## src/rtl/uart_pkg.sv

```systemverilog
// rtl/uart_pkg.sv - register offsets, bit indices and FSM state types for iobus_uart
package uart_pkg;

  localparam logic [31:0] REG_DATA_OFF   = 32'h0;
  localparam logic [31:0] REG_STATUS_OFF = 32'h4;
  localparam logic [31:0] REG_CTRL_OFF   = 32'h8;

  localparam int ST_TX_FULL    = 0;
  localparam int ST_TX_EMPTY   = 1;
  localparam int ST_RX_VALID   = 2;
  localparam int ST_RX_OVERRUN = 3;
  localparam int ST_FRAME_ERR  = 4;

  localparam int CTRL_RX_IE  = 0;
  localparam int CTRL_TXE_IE = 1;

  typedef enum logic [1:0] {TX_IDLE, TX_START, TX_DATA, TX_STOP} tx_state_t;
  typedef enum logic [1:0] {RX_IDLE, RX_START, RX_DATA, RX_STOP} rx_state_t;

endpackage

```

## src/rtl/iobus_uart_fifo.sv

```systemverilog
// rtl/iobus_uart_fifo.sv - small synchronous FIFO feeding the UART transmitter
module iobus_uart_fifo #(
  parameter int DEPTH = 4,
  parameter int WIDTH = 8
) (
  input  logic             clk,
  input  logic             rst_n,
  input  logic             push,
  input  logic             pop,
  input  logic [WIDTH-1:0] din,
  output logic             full,
  output logic             empty,
  output logic [WIDTH-1:0] dout
);

  localparam int AW = $clog2(DEPTH);

  logic [WIDTH-1:0] mem [DEPTH];
  logic [AW-1:0]    wr_ptr;
  logic [AW-1:0]    rd_ptr;
  logic [AW:0]      count;
  logic             do_push;
  logic             do_pop;

  assign full    = (count == (AW+1)'(DEPTH));
  assign empty   = (count == '0);
  assign dout    = mem[rd_ptr];
  assign do_pop  = pop & ~empty;
  // At full a same-edge pop frees the slot being written, so both are taken.
  assign do_push = push & (~full | do_pop);

  // Pointer and occupancy bookkeeping; reset discards any queued bytes.
  always_ff @(posedge clk or negedge rst_n) begin
    if (!rst_n) begin
      wr_ptr <= '0;
      rd_ptr <= '0;
      count  <= '0;
    end else begin
      if (do_push) wr_ptr <= wr_ptr + AW'(1);
      if (do_pop)  rd_ptr <= rd_ptr + AW'(1);
      if (do_push && !do_pop)      count <= count + (AW+1)'(1);
      else if (do_pop && !do_push) count <= count - (AW+1)'(1);
    end
  end

  // Storage array; contents are don't-care until written.
  always_ff @(posedge clk) begin
    if (do_push) mem[wr_ptr] <= din;
  end

endmodule

```

## src/rtl/iobus_uart.sv

```systemverilog
// rtl/iobus_uart.sv - memory-mapped 8N1 UART with TX FIFO, RX holding register and interrupt
module iobus_uart
  import uart_pkg::*;
#(
  parameter int          CLKS_PER_BIT = 868,
  parameter logic [31:0] BASE_ADDR    = 32'h1100_0100,
  parameter int          TX_DEPTH     = 4
) (
  input  logic        CLK,
  input  logic        RST,
  input  logic [31:0] IOBUS_ADDR,
  input  logic [31:0] IOBUS_OUT,
  input  logic        IOBUS_WR,
  output logic [31:0] IOBUS_IN,
  input  logic        SER_RX,
  output logic        SER_TX,
  output logic        INTR
);

  localparam logic [31:0] A_DATA    = BASE_ADDR + REG_DATA_OFF;
  localparam logic [31:0] A_STATUS  = BASE_ADDR + REG_STATUS_OFF;
  localparam logic [31:0] A_CTRL    = BASE_ADDR + REG_CTRL_OFF;
  localparam logic [15:0] BIT_LAST  = 16'(CLKS_PER_BIT - 1);
  localparam logic [15:0] HALF_LAST = 16'(CLKS_PER_BIT / 2 - 1);

  logic       wr_data, wr_status, wr_ctrl;
  logic       fifo_full, fifo_empty, fifo_pop;
  logic [7:0] fifo_dout;
  tx_state_t  tx_state;
  logic [15:0] tx_cnt;
  logic [2:0] tx_bit;
  logic [7:0] tx_shift;
  logic       tx_empty;
  logic [1:0] rx_sync;
  logic       rx_s;
  rx_state_t  rx_state;
  logic [15:0] rx_cnt;
  logic [2:0] rx_bit;
  logic [7:0] rx_shift;
  logic       rx_err_wait;
  logic [7:0] rx_data;
  logic       rx_valid, rx_overrun, frame_err;
  logic       rx_stop_sample, rx_good, rx_bad, valid_kept, rx_load;
  logic [1:0] ctrl;
  logic [31:0] status;

  assign wr_data   = IOBUS_WR & (IOBUS_ADDR == A_DATA);
  assign wr_status = IOBUS_WR & (IOBUS_ADDR == A_STATUS);
  assign wr_ctrl   = IOBUS_WR & (IOBUS_ADDR == A_CTRL);

  // Pop when a new frame is launched, either from idle or straight out of a stop bit.
  assign fifo_pop = ~fifo_empty &
                    ((tx_state == TX_IDLE) | ((tx_state == TX_STOP) & (tx_cnt == BIT_LAST)));
  assign tx_empty = fifo_empty & (tx_state == TX_IDLE);

  iobus_uart_fifo #(.DEPTH(TX_DEPTH), .WIDTH(8)) u_tx_fifo (
    .clk   (CLK),
    .rst_n (RST),
    .push  (wr_data),
    .pop   (fifo_pop),
    .din   (IOBUS_OUT[7:0]),
    .full  (fifo_full),
    .empty (fifo_empty),
    .dout  (fifo_dout)
  );

  // Transmit state machine; SER_TX is a flop so it resets high asynchronously.
  always_ff @(posedge CLK or negedge RST) begin
    if (!RST) begin
      tx_state <= TX_IDLE;
      tx_cnt   <= '0;
      tx_bit   <= '0;
      tx_shift <= '0;
      SER_TX   <= 1'b1;
    end else begin
      case (tx_state)
        TX_IDLE: if (!fifo_empty) begin
          tx_state <= TX_START;
          tx_shift <= fifo_dout;
          tx_cnt   <= '0;
          SER_TX   <= 1'b0;
        end
        TX_START: if (tx_cnt == BIT_LAST) begin
          tx_state <= TX_DATA;
          tx_cnt   <= '0;
          tx_bit   <= '0;
          SER_TX   <= tx_shift[0];
        end else tx_cnt <= tx_cnt + 16'd1;
        TX_DATA: if (tx_cnt == BIT_LAST) begin
          tx_cnt <= '0;
          if (tx_bit == 3'd7) begin
            tx_state <= TX_STOP;
            SER_TX   <= 1'b1;
          end else begin
            tx_bit   <= tx_bit + 3'd1;
            tx_shift <= {1'b0, tx_shift[7:1]};
            SER_TX   <= tx_shift[1];
          end
        end else tx_cnt <= tx_cnt + 16'd1;
        TX_STOP: if (tx_cnt == BIT_LAST) begin
          tx_cnt <= '0;
          if (!fifo_empty) begin
            tx_state <= TX_START;
            tx_shift <= fifo_dout;
            SER_TX   <= 1'b0;
          end else tx_state <= TX_IDLE;
        end else tx_cnt <= tx_cnt + 16'd1;
        default: tx_state <= TX_IDLE;
      endcase
    end
  end

  // Two-flop synchronizer on the asynchronous serial input, idling high.
  always_ff @(posedge CLK or negedge RST) begin
    if (!RST) rx_sync <= 2'b11;
    else      rx_sync <= {rx_sync[0], SER_RX};
  end
  assign rx_s = rx_sync[1];

  // Receive state machine: mid-bit sampling, false-start rejection, wait-high after a bad stop bit.
  always_ff @(posedge CLK or negedge RST) begin
    if (!RST) begin
      rx_state    <= RX_IDLE;
      rx_cnt      <= '0;
      rx_bit      <= '0;
      rx_shift    <= '0;
      rx_err_wait <= 1'b0;
    end else begin
      case (rx_state)
        RX_IDLE: if (!rx_s) begin
          rx_state <= RX_START;
          rx_cnt   <= '0;
        end
        RX_START: if (rx_cnt == HALF_LAST) begin
          rx_cnt   <= '0;
          rx_bit   <= '0;
          rx_state <= rx_s ? RX_IDLE : RX_DATA;
        end else rx_cnt <= rx_cnt + 16'd1;
        RX_DATA: if (rx_cnt == BIT_LAST) begin
          rx_cnt   <= '0;
          rx_shift <= {rx_s, rx_shift[7:1]};
          if (rx_bit == 3'd7) rx_state <= RX_STOP;
          else                rx_bit   <= rx_bit + 3'd1;
        end else rx_cnt <= rx_cnt + 16'd1;
        RX_STOP: if (rx_err_wait) begin
          if (rx_s) begin
            rx_state    <= RX_IDLE;
            rx_err_wait <= 1'b0;
          end
        end else if (rx_cnt == BIT_LAST) begin
          rx_cnt <= '0;
          if (rx_s) rx_state    <= RX_IDLE;
          else      rx_err_wait <= 1'b1;
        end else rx_cnt <= rx_cnt + 16'd1;
        default: rx_state <= RX_IDLE;
      endcase
    end
  end

  assign rx_stop_sample = (rx_state == RX_STOP) & ~rx_err_wait & (rx_cnt == BIT_LAST);
  assign rx_good        = rx_stop_sample & rx_s;
  assign rx_bad         = rx_stop_sample & ~rx_s;
  // A same-edge clear of rx_valid frees the holding register for the arriving byte.
  assign valid_kept     = rx_valid & ~(wr_status & IOBUS_OUT[ST_RX_VALID]);
  assign rx_load        = rx_good & ~valid_kept;

  // Receive holding register and sticky status flags; hardware set wins over a same-edge clear.
  always_ff @(posedge CLK or negedge RST) begin
    if (!RST) begin
      rx_data    <= '0;
      rx_valid   <= 1'b0;
      rx_overrun <= 1'b0;
      frame_err  <= 1'b0;
    end else begin
      if (rx_load) rx_data <= rx_shift;
      rx_valid   <= rx_load | valid_kept;
      rx_overrun <= (rx_good & valid_kept) |
                    (rx_overrun & ~(wr_status & IOBUS_OUT[ST_RX_OVERRUN]));
      frame_err  <= rx_bad | (frame_err & ~(wr_status & IOBUS_OUT[ST_FRAME_ERR]));
    end
  end

  // Interrupt enables.
  always_ff @(posedge CLK or negedge RST) begin
    if (!RST)         ctrl <= '0;
    else if (wr_ctrl) ctrl <= IOBUS_OUT[1:0];
  end

  // Registered level interrupt.
  always_ff @(posedge CLK or negedge RST) begin
    if (!RST) INTR <= 1'b0;
    else      INTR <= (rx_valid & ctrl[CTRL_RX_IE]) | (tx_empty & ctrl[CTRL_TXE_IE]);
  end

  // STATUS word assembly.
  always_comb begin
    status                = '0;
    status[ST_TX_FULL]    = fifo_full;
    status[ST_TX_EMPTY]   = tx_empty;
    status[ST_RX_VALID]   = rx_valid;
    status[ST_RX_OVERRUN] = rx_overrun;
    status[ST_FRAME_ERR]  = frame_err;
  end

  // Combinational read mux; undecoded addresses read zero.
  always_comb begin
    IOBUS_IN = '0;
    case (IOBUS_ADDR)
      A_DATA:   IOBUS_IN = {24'b0, rx_data};
      A_STATUS: IOBUS_IN = status;
      A_CTRL:   IOBUS_IN = {30'b0, ctrl};
      default:  IOBUS_IN = '0;
    endcase
  end

endmodule

```

## config.mk

```make
export PLATFORM = sky130hd
export DESIGN_NAME = iobus_uart
export DESIGN_NICKNAME = d
export VERILOG_FILES = /design/src/rtl/uart_pkg.sv /design/src/rtl/iobus_uart_fifo.sv /design/src/rtl/iobus_uart.sv
export SDC_FILE = /design/constraint.sdc
export NUM_CORES = 1
export LEC_CHECK = 0
export ABC_AREA = 1
export CORE_UTILIZATION = 58
export DETAILED_ROUTE_END_ITERATION = 6
export PLACE_DENSITY = 0.86
export SLEW_MARGIN = 20
export SYNTH_ARGS = -nofsm -noshare
export SYNTH_HDL_FRONTEND = slang
export SYNTH_SLANG_ARGS = --single-unit
```

## constraint.sdc

```tcl
create_clock -name CLK -period 5.35 [get_ports CLK]
set_input_delay 1.07 -clock CLK [delete_from_list [all_inputs] [get_ports CLK]]
set_output_delay 1.07 -clock CLK [all_outputs]
set_load 0.02 [all_outputs]
```

==> impl_metrics.py <==
metrics = {
    "placed_design": {
        "dpl.hpwl_mm": 9.57,
        "globalplace.congestion": 0.899,
        "dp_slack_ns": 1.09,
        "io_buffers": 53,
        "post_dp_cell_area_mm2": 0.00678,
    },
    "clock_tree": {
        "postCtsResizedCells": 0,
        "cts_max_path_buffers": 2,
        "path_clk_slew_ns": 0.06,
        "clock_sinks": 115,
        "post-cts-setup-buffers": 0,
        "h-tree-depth": 4,
        "clk-insertion-delay-late_ns": 0.53,
        "holdBufCountCts": 0,
        "cts_buffers": 17,
        "root_buffer": "clkbuf_8",
        "cts_tree": "done",
    },
    "global_routing": {
        "grt_pass1_wl_mm": 23.5,
        "gr-total-overflow": 0,
        "grt_pass1_vias": 5239,
        "grt_antenna_before_repair": 0,
        "grt_max_degree": 84,
        "grt.total_usage": 0.267,
    },
    "min_path": {
        "hold_class": "register to register",
        "min_to": "rx_sync[1]",
        "min_from": "rx_sync[0]",
        "whs_path_depth": 0,
    },
    "power": {
        "leakage_uw": 0.00336,
        "ir_drop_v": 0.000256,
        "power_density_mw_per_mm2": 298,
    },
    "logic_synthesis": {
        "synth_edf_count": 32,
        "synth_ff_type": "dfrtp_1",
        "synth_seq_cells": 115,
        "ys_types": 46,
        "synthTopCellsByArea": "dfrtp_1 32%, edfxtp_1 15%, nand2_1 11%",
        "synth_top_area_frac": 0.321,
        "yosys.area.top_type": "dfrtp_1",
        "syn_area_per_cell_um2": 8.51,
        "ys_seq_area_frac": 0.488,
        "syn_inst": 733,
        "ys_async_sr_fraction": 0.722,
        "syn_area_mm2": 0.00624,
        "yosys_warnings": 0,
    },
    "detailed_routing": {
        "viasPerCell": 5.51,
        "num_vias": 5193,
        "wirelength_mm": 14.0,
        "wire_per_inst_um": 14.9,
        "postRouteAntennaNets": 0,
        "drc_errors": 0,
        "drtIter0Drc": 354,
        "firstDrtPassIters": 7,
    },
    "layout": {
        "final_common_cell": "nand2_1",
        "nFillCells": 743,
        "drive_above_1_share": 0.102,
        "multiInputGateArea_mm2": 0.00274,
        "finish.instance_area_mm2": 0.00743,
        "areaGrowthSynthToFinish_pct": 19.0,
        "nNetsFinal": 880,
        "ff_latch_area_mm2": 0.00304,
        "mostFrequentLayoutCells": "188 x nand2_1, 80 x dfrtp_1, 71 x inv_1",
        "n_antenna_cell": 0,
    },
    "critical_path": {
        "r2r-end": "u_tx_fifo.count[1]",
        "endpoint_kind": "primary output",
        "cp_max_fo": 7,
        "reg2reg_slack_ns": 2.50,
        "reg2reg_from": "tx_state[0]",
        "r2r_cells": 10,
        "cp.arrival_ns": 3.18,
        "cp.required_ns": 4.28,
        "crit_path_start_kind": "input pin",
        "path_class": "input pin to primary output",
    },
    "die": {
        "floorplan.die.height_um": 106,
        "io_pins": 102,
        "dieWidth_um": 106,
        "rows": 37,
        "initial_utilization": 0.602,
        "fp.coreArea_mm2": 0.0104,
        "die_area_mm2": 0.0112,
    },
    "sta": {
        "fin_skew_ns": 0.00625,
        "fmax_ghz": 0.235,
        "slew_headroom": 0.493,
        "rsz0062_at_grt": "false",
        "finalCriticalPeriod_ns": 4.25,
        "finalSetupViolCount": 0,
        "finalHoldViolCount": 0,
        "worst_pin_slew_ns": 0.760,
        "period_share": 0.795,
        "tns_ns": 0,
        "finalWorstSetupSlack_ns": 1.10,
        "slew_viol_final": 0,
    },
    "run": {
        "maxCapViolations": 0,
    },
    "run_status": {
        "outcome": "finished, final reports clean",
    },
}
[report_power, final]
group,internal [µW],switching (µW),total (µW)
Sequential,905,0.653,906
Clock,810,426,1240
Combinational,29.8,40.3,70.1
[flip-flops by register name, summed over array words and instances (netlist names), 3 cells and up, named ones only]
register and count:
rx_bit 3, rx_cnt 16, rx_data 8, rx_shift 8, tx_bit 3, tx_cnt 16, tx_shift 8, u_tx_fifo.count 3
u_tx_fifo.mem 32
[worst max-delay path: stages]
cell and delay [ns]:
clkdlybuf4s50_1 0.46, inv_1 0.03, nor2_1 0.07, nand2_1 0.06
nor2_2 0.13, nand3_1 0.17, nor2_2 0.33, a22o_1 0.21
clkdlybuf4s50_1 0.64
[per-layer routing]
layer	up-vias	share of wire	global-route usage
met2	180	0.52	0.465
met4	0	0.030	0.125
met1	2467	0.40	0.310
li1	2503	-	-
met3	43	0.048	0.0643
met5	-	0	0
[synthesized netlist by cell type (2+ instances only)]
cell type,count
ha_1,18
nor2_1,62
nand3_1,68
o22ai_1,11
edfxtp_1,32
nor3_1,14
clkinv_1,2
a22o_1,3
nor3_2,4
nand4_1,12
a21oi_1,21
nor2_2,6
dfrtp_1,80
inv_1,71
buf_2,8
xnor2_1,3
xor2_1,11
inv_2,6
o21ai_1,4
dfstp_2,3
o31ai_1,7
buf_4,25
nor2_4,3
mux2_2,8
o21ai_0,31
nand3_2,3
nand2_2,11
nand2_1,188
[how the worst max path moves through the flow]
stage / depth (start not counted) / slack (ns) / to / from
detailed placement: 10 / 1.09 / IOBUS_IN[7] / IOBUS_ADDR[8]
global route: 10 / 0.90 / IOBUS_IN[6] / IOBUS_ADDR[8]
finish: 9 / 1.10 / IOBUS_IN[3] / IOBUS_ADDR[8]
CTS: 10 / 1.09 / IOBUS_IN[7] / IOBUS_ADDR[8]
global placement: 10 / 1.14 / IOBUS_IN[5] / IOBUS_ADDR[8]
floorplan: 7 / 2.20 / IOBUS_IN[5] / IOBUS_ADDR[15]
[metrics by stage]
step	total power [µW]	hold slack, ns	instances	utilization
2_1_floorplan	957	0.345	756	-
3_3_place_gp	990	0.347	910	0.654
3_5_place_dp	993	0.348	910	0.654
4_1_cts	2230	0.360	942	0.716
5_1_grt	2260	0.362	942	0.716
6_report	2210	0.358	942	0.716
[kinds of logic after synthesis]
family,after synthesis,synth area share
AOI/OAI and AO/OA,84,0.0782
and+or+nand+nor,378,0.274
muxes,8,0.0144
adders and majority gates,19,0.0393
DFF,115,0.488
xor gates and xnor gates,14,0.0197
other,1,0.000601
buffers and inverters,114,0.0864
[final cells by class]
class,instances,share of cell area
Inverter,79,0.0399
Sequential cell,115,0.410
Clock inverter,14,0.0302
Multi-Input combinational cell,527,0.370
Clock buffer,18,0.0563
Timing Repair Buffer,53,0.0716
Tap cell,136,0.0229
No activity file was read; power rests on OpenSTA's default activity.
